<file path="src/rtl/ram_fifo_fwft.sv">
// First-word-fall-through FIFO on a registered-read dual-port RAM.
// A one-entry hold register hides the RAM latency at full throughput.

module ram_1r1w_2port #(
    parameter int ADDR_WIDTH = 4,
    parameter int DATA_DEPTH = 16,
    parameter int DATA_WIDTH = 32
) (
    input  logic                  clk_i,
    input  logic                  we_i,
    input  logic [ADDR_WIDTH-1:0] waddr_i,
    input  logic [DATA_WIDTH-1:0] wdata_i,
    input  logic [ADDR_WIDTH-1:0] raddr_i,
    output logic [DATA_WIDTH-1:0] rdata_o
);

    logic [DATA_WIDTH-1:0] mem_q [DATA_DEPTH];
    logic [DATA_WIDTH-1:0] rdata_q;

    // Read port register reloads every cycle; the array has no reset.
    always_ff @(posedge clk_i) begin
        if (we_i) begin
            mem_q[waddr_i] <= wdata_i;
        end
        rdata_q <= mem_q[raddr_i];
    end

    assign rdata_o = rdata_q;

endmodule

module ram_fifo_fwft #(
    parameter int ADDR_WIDTH = 4,
    parameter int DATA_DEPTH = 16,
    parameter int DATA_WIDTH = 32
) (
    input  logic                  clk,
    input  logic                  rst_n,
    input  logic                  i_flush,
    input  logic                  i_wr_valid,
    output logic                  o_wr_ready,
    input  logic [DATA_WIDTH-1:0] i_wr_data,
    output logic                  o_rd_valid,
    input  logic                  i_rd_ready,
    output logic [DATA_WIDTH-1:0] o_rd_data,
    output logic [ADDR_WIDTH:0]   o_count
);

    localparam logic [ADDR_WIDTH:0]   DEPTH_C = (ADDR_WIDTH+1)'(DATA_DEPTH);
    localparam logic [ADDR_WIDTH-1:0] LAST_C  = ADDR_WIDTH'(DATA_DEPTH - 1);

    if (DATA_DEPTH < 2 || DATA_DEPTH > (1 << ADDR_WIDTH)) begin : g_bad_depth
        $error("ram_fifo_fwft: DATA_DEPTH out of range");
    end

    logic [ADDR_WIDTH-1:0] wr_ptr_q, wr_ptr_d;
    logic [ADDR_WIDTH-1:0] rd_ptr_q, rd_ptr_d;
    logic [ADDR_WIDTH:0]   ram_cnt_q, ram_cnt_d;
    logic                  hold_valid_q, hold_valid_d;
    logic                  inflight_q, inflight_d;
    logic [DATA_WIDTH-1:0] hold_data_q, hold_data_d;
    logic [DATA_WIDTH-1:0] ram_rdata;

    logic push;
    logic pop;
    logic issue;
    logic out_busy;

    assign o_wr_ready = (ram_cnt_q < DEPTH_C);
    assign o_rd_valid = hold_valid_q | inflight_q;
    assign o_rd_data  = hold_valid_q ? hold_data_q : ram_rdata;
    assign o_count    = ram_cnt_q
                      + (ADDR_WIDTH+1)'(hold_valid_q)
                      + (ADDR_WIDTH+1)'(inflight_q);

    assign push     = i_wr_valid & o_wr_ready;
    assign pop      = o_rd_valid & i_rd_ready;
    assign out_busy = hold_valid_q | inflight_q;
    // Refill the output stage when it is empty or being drained now.
    assign issue    = (ram_cnt_q != '0) & (~out_busy | pop);

    always_comb begin
        wr_ptr_d     = wr_ptr_q;
        rd_ptr_d     = rd_ptr_q;
        ram_cnt_d    = ram_cnt_q;
        hold_valid_d = hold_valid_q;
        hold_data_d  = hold_data_q;
        inflight_d   = issue;

        if (push) begin
            wr_ptr_d = (wr_ptr_q == LAST_C) ? '0 : wr_ptr_q + 1'b1;
        end
        if (issue) begin
            rd_ptr_d = (rd_ptr_q == LAST_C) ? '0 : rd_ptr_q + 1'b1;
        end

        unique case ({push, issue})
            2'b10:   ram_cnt_d = ram_cnt_q + 1'b1;
            2'b01:   ram_cnt_d = ram_cnt_q - 1'b1;
            default: ram_cnt_d = ram_cnt_q;
        endcase

        // RAM output is overwritten next edge, so a stalled read must park.
        if (inflight_q && !pop) begin
            hold_valid_d = 1'b1;
            hold_data_d  = ram_rdata;
        end else if (hold_valid_q && pop) begin
            hold_valid_d = 1'b0;
        end

        if (i_flush) begin
            wr_ptr_d     = '0;
            rd_ptr_d     = '0;
            ram_cnt_d    = '0;
            hold_valid_d = 1'b0;
            inflight_d   = 1'b0;
        end
    end

    always_ff @(posedge clk or negedge rst_n) begin
        if (!rst_n) begin
            wr_ptr_q     <= '0;
            rd_ptr_q     <= '0;
            ram_cnt_q    <= '0;
            hold_valid_q <= 1'b0;
            inflight_q   <= 1'b0;
            hold_data_q  <= '0;
        end else begin
            wr_ptr_q     <= wr_ptr_d;
            rd_ptr_q     <= rd_ptr_d;
            ram_cnt_q    <= ram_cnt_d;
            hold_valid_q <= hold_valid_d;
            inflight_q   <= inflight_d;
            hold_data_q  <= hold_data_d;
        end
    end

    ram_1r1w_2port #(
        .ADDR_WIDTH (ADDR_WIDTH),
        .DATA_DEPTH (DATA_DEPTH),
        .DATA_WIDTH (DATA_WIDTH)
    ) u_ram (
        .clk_i   (clk),
        .we_i    (push & ~i_flush),
        .waddr_i (wr_ptr_q),
        .wdata_i (i_wr_data),
        .raddr_i (rd_ptr_q),
        .rdata_o (ram_rdata)
    );

endmodule

</file>
<file path="config.mk">
export PLATFORM = sky130hd
export DESIGN_NAME = ram_fifo_fwft
export DESIGN_NICKNAME = d
export VERILOG_FILES = /design/src/rtl/ram_fifo_fwft.sv
export SDC_FILE = /design/constraint.sdc
export NUM_CORES = 1
export LEC_CHECK = 0
export CAP_MARGIN = 10
export CORE_UTILIZATION = 54
export CTS_CLUSTER_DIAMETER = 30
export CTS_CLUSTER_SIZE = 25
export DETAILED_ROUTE_END_ITERATION = 6
export PLACE_DENSITY = 0.72
export SYNTH_ARGS = -nofsm -noshare
export SYNTH_HDL_FRONTEND = slang
export SYNTH_HIERARCHICAL = 1
export SYNTH_SLANG_ARGS = --single-unit
</file>
<file path="constraint.sdc">
create_clock -name clk -period 7.1 [get_ports clk]
set_clock_uncertainty 0.2 [all_clocks]
set_input_delay 0.71 -clock clk [delete_from_list [all_inputs] [get_ports clk]]
set_output_delay 0.71 -clock clk [all_outputs]
set_load 0.05 [all_outputs]
</file>
==> summary.txt, run 1 <==
Timing
  • Final hold violations: 0
  • Slew Viols, Final: 0
  • RSZ-0062 raised after global routing: no
  • Least-Margin Pin Slew: around 1.2 ns
  • Fmax: roughly 0.22 GHz
  • Final setup fails: 0
  • Setup TNS: 0 ns
  • Final period demand of the worst path: 4.496 ns
  • Final Cycle Share: 0.6332
  • Relative slew margins: 0.1694

Route
  • Routed Antenna Nets: 0
  • DR vias/cell: approximately 6
  • Residual DRC: 0
  • Via count: 11040
  • Drt wl/cell: 25.29 um
  • Final Routed Wirelength: 46.30 mm
  • Initial DRC count: 750
  • DR pass1 iterations: 5

Floorplan
  • Core ar.: 0.04092 mm^2
  • Initial Util: 0.5486
  • Die X: around 210 um
  • Die Y: 205.9 um
  • Die area: 0.04239 mm^2
  • Row count: 74
  • Ports: 76

Power and ir drop
  • Int Pwr: approximately 8.4 mW
  • Leakage dissipation: 9.076 nW
  • Sequential share of power: 0.366
  • Clock Power Share: 0.417
  • Switching part of the total: 0.2892
  • Sw Pwr: 3.430 mW
  • Peak VDD IR: 246.6 uV
  • Power density cells: 430.9 mW/mm^2
  • Comb pwr share: 0.217

Logic synthesis
  • Post-synth EDFFs: between 500 and 600
  • Mapped Area: 0.02245 mm^2
  • Synth Flop Type: edfxtp_1
  • Syn_area_per_cell: 21.16 um^2
  • Synth Net Count: 1104
  • Ys async rst share: 0.07953
  • Sequential element share of the synthesized area: 0.7658
  • Netlist cell types: 50
  • Synth area leader: edfxtp_1
  • Ranking of synthesized cells by area: edfxtp_1 68%, mux4_2 13%, dfrtp_1 5.2%
  • Top-count cell post-synth: edfxtp_1
  • Yosys top cell area share: 0.6848
  • Post-Syn Instances: about 1100
  • Flops & latches, synth: about 600
  • Post-synth top cells: 512 x edfxtp_1, 128 x mux4_2, 65 x a22oi_1, 63 x mux2_2, 47 x dfrtp_1
  • Syn. warnings: 6

Global routing
  • GRT Residual Overflow: 0
  • Vias in the first global route: 11590
  • Global-route wire length before repair: 69.93 mm
  • Met1 Use GR: 0.3001
  • GRT Max-Usage Layer: met2
  • Pin count of the biggest net entering global routing: 92
  • Routing usage on met3: 0.04415
  • GRT Util Overall: 0.2280
  • Met2 Usage GRT: 0.3830
  • Initial antenna violation count: 1

Place
  • I/O Buffers: 75
  • Final GP Congestion: between 0.7 and 0.8
  • Placed Cells: 1628
  • Final HPWL DP: 23.87 mm

Final layout
  • Nets: 1248
  • Final non-filler cell total: 1831
  • ANT cells: 0
  • Layout cell share with drive strength beyond 1: 0.3326
  • P&R area growth vs syn: 22.59%

Hold path
  • Hold Path Class: in -> async

Critical path
  • Setup Crit Path Kind: reg -> out
  • Crit start category: flop
  • CP endpoint kind: output port
  • Setup crit start: hold_valid_q
  • Worst Path Arrival: 3.59 ns
  • Req. time, crit path: 6.19 ns
  • Worst r2r src: ram_cnt_q[4]
  • CP Max Fanout: 35

Clock network
  • H-tree Lvls: 3
  • Clock buffers created by TritonCTS: 106
  • Root Driver: clkbuf_16
  • Clock sink total: 591
  • Setup Buffers After CTS: 0
  • Post_cts resized: 0
  • Worst-path clk slew: 0.05 ns
  • Maximum buffer depth of the clock tree: 3
  • Clock tree from TritonCTS: built
  • CTS Hold Buffers Added: 0
  • Clock Latency Late Sink: 0.63 ns

Run status
  • Status: finished, final reports clean

Run
  • Max-cap violations: 0
cell type report:
cell class	instances	area, um^2
fillers	2550	13400
clock buffers	115	2738
repair buffers	93	913.4
inverters	8	30.03
multi-input cells	405	5081
well taps	532	665.6
clock inverters	87	894.6
flip-flops and latches	591	17200
power groups by stage:
| stage | Sequential, mW | Combinational, mW | Clock (mW) |
|---|---|---|---|
| after floorplan | 4.21 | 2.11 | 0 |
| after global placement | 4.39 | 2.57 | 0 |
| after detailed placement | 4.41 | 2.58 | 0 |
| after CTS | 4.35 | 2.61 | 5.01 |
| after global routing | 4.39 | 2.75 | 5.17 |
| final | 4.34 | 2.58 | 4.94 |
cells by family (layout without fill, tap and decap cells):
family,Yosys count,after routing,synth area share
DFF,591,591,0.7658
muxes,194,194,0.1615
and+or+nand+nor,104,104,0.02157
AOI/OAI and AO/OA,94,94,0.03082
buffers and inverters,65,303,0.01399
xor gates and xnor gates,7,7,0.002731
adders and majority gates,6,6,0.003678
registers in the layout, indices dropped and copies added, names as in the netlist:
name / flops
wr_ptr_q: 4
u_ram/rdata_o: 32
rd_ptr_q: 4
hold_valid_q: 1
u_ram/mem_q: 512
hold_data_q: 32
inflight_q: 1
ram_cnt_q: 5
layout by cell type, fill, tap and decap left out, types with 9 or more instances in the layout:
cell type and count:
clkinv_2 14, nor2_4 13, clkbuf_16 107, nand2_1 46
dfrtp_1 44, buf_4 16, inv_6 18, a22oi_1 65
clkdlybuf4s50_1 74, clkinvlp_4 15, a21oi_1 9, dfxtp_1 32
edfxtp_1 512, mux2_2 63, clkinv_4 20, mux4_2 128
path summary, 6_finish.rpt:
| check | to | slack (ns) | cells past startpoint |
|---|---|---|---|
| setup / recovery | o_count[4] | 2.60 | 7 |
| hold reg to reg | hold_data_q[26] | 0.26 | 1 |
| hold / removal | hold_data_q[25] | 0.02 | 2 |
| setup reg to reg | u_ram/mem_q[2][9] | 3.93 | 4 |
| max in group asynchronous | rd_ptr_q[1] | 6.11 | 2 |
| min in group clk | hold_data_q[26] | 0.26 | 1 |
per-layer routing:
layer / vias up / wire, um
li1: 4723 / -
met1: 5827 / 18890
met2: 395 / 23670
met3: 97 / 2577
met4: 0 / 1163
met5: - / 0
critical path, cell delays in order (launching register included):
cell and delay, ns:
dfrtp_2 1.01, inv_1 0.19, fa_1 0.43, inv_1 0.08, ha_1 0.18, nand3_1 0.10
xnor2_1 0.16, clkdlybuf4s50_1 0.81
metrics by stage:
stage / setup WS [ns] / hold WS [ns] / power [mW] / area, um^2 / util
2_1_floorplan: 2.461 / 0.2144 / 6.323 / 22450 / -
3_3_place_gp: 3.144 / 0.2430 / 6.960 / 23860 / 0.5831
5_1_grt: 2.350 / 0.07450 / 12.30 / 27520 / 0.6725
4_1_cts: 2.502 / 0.03886 / 11.97 / 27500 / 0.6719
3_5_place_dp: 3.117 / 0.2573 / 6.989 / 23860 / 0.5831
6_report: 2.604 / 0.02102 / 11.86 / 27520 / 0.6725
(Power assumes the default switching activity.)
==> inputs of run 2 (changes only) <==
==> constraint.sdc (replaced) <==
create_clock -name clk -period 4.3 [get_ports clk]
set_clock_uncertainty 0.2 [all_clocks]
set_input_delay 0.43 -clock clk [delete_from_list [all_inputs] [get_ports clk]]
set_output_delay 0.43 -clock clk [all_outputs]
set_load 0.05 [all_outputs]
==> run 2 against run 1 <==
Net effect: core utilization rose by 0.42 points; sequential cell count unchanged; largest power group unchanged; critical path type unchanged; clock-buffer cell count increased by 1; global-route usage is 1.8 points higher; worst setup slack worse by 2.1 ns.
==> summary.txt, run 2 (same netlist as run 1, synthesis figures left out) <==
Run status
  • Status: finished, final reports clean

Power and ir drop
  • Leakage dissipation: 9.184 nW (+1.2%)
  • Peak VDD IR: 392.9 uV (+59%)
  • Power density cells: 717.0 mW/mm^2 (+66%)

Clock network
  • Clock sink total: 591 (unchanged)
  • Setup Buffers After CTS: 0 (unchanged)
  • Maximum buffer depth of the clock tree: 3 (unchanged)
  • H-tree Lvls: 3 (unchanged)
  • Post_cts resized: 0 (unchanged)
  • Clock tree from TritonCTS: built
  • CTS Hold Buffers Added: 1 (+1)
  • Clock Latency Late Sink: 0.61 ns (-0.02 ns)
  • Clock buffers created by TritonCTS: 101 (-4.7%)
  • Root Driver: clkbuf_16
  • Worst-path clk slew: 0.05 ns (about the same)

Floorplan
  • Die area: 0.04239 mm^2 (unchanged)
  • Ports: 76 (unchanged)
  • Row count: 74 (unchanged)
  • Die Y: 205.9 um (unchanged)
  • Initial Util: 0.5486 (unchanged)
  • Die X: 205.9 um (unchanged)
  • Core ar.: 0.04092 mm^2 (unchanged)

Timing
  • Worst setup margin: 0.5313 ns (-2.073 ns)
  • Fmax: approximately 0.27 GHz
  • Relative slew margins: 0.2378 (+0.06838)
  • Final hold violations: 0 (unchanged)
  • Final Cycle Share: 0.8764
  • Final setup fails: 0 (unchanged)
  • RSZ-0062 raised after global routing: no
  • Setup TNS: 0 ns (unchanged)
  • Final period demand of the worst path: 3.769 ns
  • Slew Viols, Final: 0 (unchanged)
  • Least-Margin Pin Slew: 1.141 ns (-0.1023 ns)

Final layout
  • Filler Cell Count: 2516 (-1.3%)
  • P&R area growth vs syn: 23.36%
  • Layout cell share with drive strength beyond 1: 0.3407 (+0.008155)
  • Commonest cells after routing, fill and taps aside: 512 x edfxtp_1, 128 x mux4_2, 106 x clkbuf_16
  • Largest register FFs: 512 (unchanged)
  • Nets: 1263 (+1.2%)
  • Final Cell Area: 0.02769 mm^2 (+0.62%)
  • Multi-input gate area: 0.005087 mm^2 (+0.12%)
  • Sequential Area: 0.01720 mm^2 (unchanged)
  • Utilization after layout: 0.6767 (+0.004188)
  • Final non-filler cell total: 1843 (+0.66%)
  • Most common cell after layout, fill and taps aside: edfxtp_1
  • Biggest register: u_ram/mem_q

Critical path
  • Crit start category: flop
  • CP peak stage delay: 0.82 ns (-0.19 ns)
  • CP Max Fanout: 14 (-60%)
  • CP cell instances: inv_1, fa_1, inv_1, ha_1, nand3_1, xnor2_1, clkdlybuf4s50_1
  • Req. time, crit path: 3.67 ns (-2.52 ns)
  • Cell depth of the worst setup path: 7 (unchanged)
  • CP endpoint kind: output port
  • Flop2flop setup slack: 1.16 ns (-2.77 ns)
  • Setup crit start: hold_valid_q
  • Crit path buffers/inverters: 3 (unchanged)
  • Reg2Reg Capture Point: u_ram/mem_q[3][16]
  • Setup Crit Path Kind: reg -> out
  • Slowest cell on crit path: clkdlybuf4s50_1
  • Worst r2r src: ram_cnt_q[4]
  • Worst Path Arrival: 3.14 ns (-0.45 ns)
  • R2R depth: 5 (+1)
  • CP endpoint: o_count[4]
  • CP top delay family: buffers and inverters
  • Most frequent CP cell: inv_1

Route
  • Via count: 11390 (+3.1%)
  • DR pass1 iterations: 5 (unchanged)
  • Initial DRC count: 1048 (+40%)
  • Drt wl/cell: 27.15 um (+7.4%)
  • Residual DRC: 0 (unchanged)
  • Final Routed Wirelength: 50.04 mm (+8.1%)
  • DR vias/cell: 6.179 (+2.5%)
  • Routed Antenna Nets: 0 (unchanged)

Place
  • Worst slack at placement: 0.7685 ns (-2.348 ns)
  • Final GP Congestion: 0.7787 (+4.8%)
  • Final HPWL DP: 26.86 mm (+13%)
  • I/O Buffers: 75 (unchanged)
  • Placed cell area: 0.02412 mm^2 (+1.1%)
  • Placed Cells: 1648 (+1.2%)

Global routing
  • Vias in the first global route: 11860 (+2.3%)
  • Initial antenna violation count: 1 (unchanged)
  • GRT Util Overall: 0.2462 (+0.01820)
  • GRT Residual Overflow: 0 (unchanged)
  • Pin count of the biggest net entering global routing: 48 (-48%)
  • Global-route wire length before repair: 74.39 mm (+6.4%)

Run
  • Max-cap violations: 0 (unchanged)

Hold path
  • Hold Path Class: reg -> reg
[run 2: cell type report]
cell class                 count  share of cell area
sequential                   591              0.6211
multi-input combinational    405              0.1837
clock buffer                 116             0.09930
timing repair buffer         113             0.04138
clock inverter                76             0.02923
tap                          532             0.02404
inverter                       8            0.001084
antenna                        2           0.0001807
[run 2: worst min-delay path by stage]
stage | from | endpoint | slack [ns] | cells past startpoint
after floorplan | rst_n | hold_data_q[0] | -0.07 | 0
after global routing | u_ram/rdata_o[10] | hold_data_q[10] | 0.30 | 1
final | u_ram/rdata_o[26] | hold_data_q[26] | 0.27 | 1
after detailed placement | u_ram/rdata_o[26] | hold_data_q[26] | 0.27 | 1
after global placement | u_ram/rdata_o[26] | hold_data_q[26] | 0.25 | 1
after CTS | u_ram/rdata_o[26] | hold_data_q[26] | 0.28 | 1
[run 2: power by group]
part           total [mW]  internal [mW]  switching (mW)
sequential           7.11           6.70           0.410
combinational        4.59           2.12            2.46
clock                8.16           5.26            2.89
[run 2: routing by layer]
layer,track usage,wire (um),share of wire,vias up
met4,0.07904,1086,0.022,0
met5,0,0,0,-
met1,0.3312,19720,0.39,5992
met2,0.4120,25690,0.51,560
met3,0.04399,3536,0.071,78
li1,-,-,-,4757
[run 2: worst register-to-register path: cells and delay by family, from the launching register on]
family / cells / cell delay [ns]
flip-flops: 1 / 0.47
AND/OR/NAND/NOR: 4 / 1.85
buffers and inverters: 1 / 0.33
[run 2: metrics by stage]
| step | power, mW | hold WS (ns) |
|---|---|---|
| after floorplan | 10.44 | -0.06559 |
| after global placement | 11.72 | 0.2453 |
| after detailed placement | 11.77 | 0.2661 |
| after CTS | 20.00 | 0.2783 |
| after global routing | 20.52 | 0.3001 |
| final | 19.86 | 0.2728 |
==> inputs of run 3 (changes only) <==
--- a/config.mk
+++ b/config.mk
@@ -6,11 +6,10 @@
 export NUM_CORES = 1
 export LEC_CHECK = 0
 export CAP_MARGIN = 10
-export CORE_UTILIZATION = 54
+export CORE_UTILIZATION = 35
 export CTS_CLUSTER_DIAMETER = 30
 export CTS_CLUSTER_SIZE = 25
 export DETAILED_ROUTE_END_ITERATION = 6
-export PLACE_DENSITY = 0.72
 export SYNTH_ARGS = -nofsm -noshare
 export SYNTH_HDL_FRONTEND = slang
 export SYNTH_HIERARCHICAL = 1
==> run 3 against run 2 <==
Net effect: worst setup slack worse by 0.11 ns; first-iteration DRC count down 7.3%; critical endpoint unchanged; register-to-register slack better by 0.06 ns; maximum frequency down 2.7%; via count down 2.9%; hold slack worse by 0.0058 ns; wire length up 3.1%; combinational power up 1%; highest routed layer unchanged.
==> summary.txt, run 3 (same netlist as run 1, synthesis figures left out) <==
Final layout
  • Final Cell Area: 0.02824 mm^2 (+2.0%)
  • ANT cells: 0 (-2)
  • Most common cell after layout, fill and taps aside: edfxtp_1
  • P&R area growth vs syn: 25.79%
  • Nets: 1267 (+0.32%)
  • Layout cell share with drive strength beyond 1: 0.3303 (-0.01042)
  • Filler Cell Count: 5259 (+110%)
  • Commonest cells after routing, fill and taps aside: 512 x edfxtp_1, 128 x mux4_2, 109 x clkbuf_16
  • Biggest register: u_ram/mem_q
  • Largest register FFs: 512 (unchanged)

Critical path
  • CP Max Fanout: 16 (+2)
  • Crit start category: flop
  • Worst Path Arrival: 3.24 ns (+0.10 ns)
  • CP endpoint kind: output port
  • Slowest cell on crit path: clkdlybuf4s50_1
  • CP peak stage delay: 0.82 ns (about the same)
  • Worst r2r src: ram_cnt_q[4]
  • Most frequent CP cell: inv_1
  • Setup crit start: hold_valid_q
  • Setup Crit Path Kind: reg -> out
  • CP cell instances: inv_1, fa_1, inv_1, ha_1, nand3_1, xnor2_1, clkdlybuf4s50_1
  • Req. time, crit path: 3.67 ns (about the same)

Clock network
  • Clock buffers created by TritonCTS: 107 (+5.9%)
  • Clock Latency Late Sink: 0.63 ns (+0.02 ns)
  • Root Driver: clkbuf_16
  • Setup Buffers After CTS: 0 (unchanged)
  • H-tree Lvls: 3 (unchanged)
  • Maximum buffer depth of the clock tree: 3 (unchanged)
  • Post_cts resized: 0 (unchanged)
  • Clock sink total: 591 (unchanged)
  • Worst-path clk slew: 0.05 ns (about the same)
  • Clock tree from TritonCTS: built

Timing
  • Worst hold slack: 0.2669 ns (-0.005826 ns)
  • Final Cycle Share: 0.9010 (+0.02461)
  • Final setup fails: 0 (unchanged)
  • Fmax: 0.2581 GHz (-2.7%)
  • Relative slew margins: 0.3202 (+0.08242)
  • Worst setup margin: 0.4255 ns (-0.1058 ns)
  • RSZ-0062 raised after global routing: no
  • Slew Viols, Final: 0 (unchanged)
  • Final hold violations: 0 (unchanged)
  • Least-Margin Pin Slew: 1.018 ns (-0.1231 ns)
  • Final period demand of the worst path: 3.874 ns (+0.1058 ns)
  • Setup TNS: 0 ns (unchanged)

Route
  • Final Routed Wirelength: 51.60 mm (+3.1%)
  • Initial DRC count: 972 (-7.3%)
  • Via count: 11050 (-2.9%)
  • DR vias/cell: 5.110 (-17%)
  • Routed Antenna Nets: 0 (unchanged)
  • Residual DRC: 0 (unchanged)
  • DR pass1 iterations: 5 (unchanged)
  • Drt wl/cell: 23.86 um (-12%)

Global routing
  • Initial antenna violation count: 0 (-1)
  • GRT Util Overall: 0.1630 (-0.08326)
  • Global-route wire length before repair: 75.97 mm (+2.1%)
  • Pin count of the biggest net entering global routing: 49 (+2.1%)
  • GRT Residual Overflow: 0 (unchanged)
  • Vias in the first global route: 11520 (-2.9%)

Place
  • Placed cell area: 0.02451 mm^2 (+1.6%)
  • Final HPWL DP: 31.75 mm (+18%)
  • I/O Buffers: 75 (unchanged)
  • Worst slack at placement: 0.7006 ns (-0.06795 ns)
  • Final GP Congestion: 0.7443 (-4.4%)

Power and ir drop
  • Power density cells: 716.5 mW/mm^2 (about the same)
  • Peak VDD IR: 383.8 uV (-2.3%)
  • Leakage dissipation: 9.229 nW (+0.49%)

Floorplan
  • Initial Util: 0.3553 (-0.1933)
  • Die area: 0.06516 mm^2 (+54%)
  • Ports: 76 (unchanged)
  • Row count: 92 (+24%)
  • Core ar.: 0.06320 mm^2 (+54%)
  • Die Y: 255.3 um (+24%)
  • Die X: 255.3 um (+24%)

Hold path
  • HP Start: u_ram/rdata_o[26]
  • Hold Path Class: reg -> reg

Run
  • Max-cap violations: 0 (unchanged)

Run status
  • Status: finished, final reports clean
run 3: path summary, 6_finish.rpt:
| kind | to | slack, ns | cells after the start |
|---|---|---|---|
| min in group asynchronous | wr_ptr_q[3] | 0.28 | 2 |
| hold / removal | hold_data_q[26] | 0.27 | 1 |
| setup reg to reg | u_ram/mem_q[2][28] | 1.22 | 5 |
| setup / recovery | o_count[4] | 0.43 | 7 |
| max in group asynchronous | hold_data_q[15] | 2.78 | 3 |
| hold reg to reg | hold_data_q[26] | 0.27 | 1 |
run 3: layout make-up:
class / count / area [um^2] / share of cell area
Inverter: 8 / 30.03 / 0.001063
Timing Repair Buffer: 111 / 1144 / 0.04050
Tap cell: 846 / 1059 / 0.03748
Clock buffer: 126 / 2831 / 0.1003
Clock inverter: 76 / 889.6 / 0.03150
Multi-Input combinational cell: 405 / 5086 / 0.1801
Sequential cell: 591 / 17200 / 0.6091
run 3: critical path: cells and delay by family, from the launching register on:
kind / cells / cell delay [ns]
AND/OR/NAND/NOR: 1 / 0.14
adder cells (fa/ha/maj): 2 / 0.59
XOR/XNOR: 1 / 0.18
buffers and inverters: 3 / 1.05
flip-flops: 1 / 0.66
run 3: per-stage QoR:
| step | util | total power [mW] | std cells |
|---|---|---|---|
| finish | 0.4469 | 20.23 | 2163 |
| global route | 0.4469 | 20.99 | 2163 |
| CTS | 0.4469 | 20.44 | 2163 |
| detailed placement | 0.3878 | 11.92 | 1960 |
| global placement | 0.3878 | 11.86 | 1960 |
| floorplan | - | 10.44 | 1061 |
run 3: what timing repair did:
action	in CTS	in global routing
hold buffers	1	0
hold endpoints to repair	30	0
setup endpoints to repair	0	0
run 3: where the power goes:
part | switching [mW] | internal (mW)
registers | 0.415 | 6.71
clock network | 2.79 | 5.67
logic | 2.56 | 2.09
run 3: metal layers:
metal  track usage  vias up  share of wire  routed length [um]
met2        0.2448      383           0.46               23910
met4       0.05492        0          0.019                 998
met1        0.2321     5836           0.44               22870
met3       0.03976       75          0.074                3827
li1              -     4760              -                   -
met5             0        -              0                   0
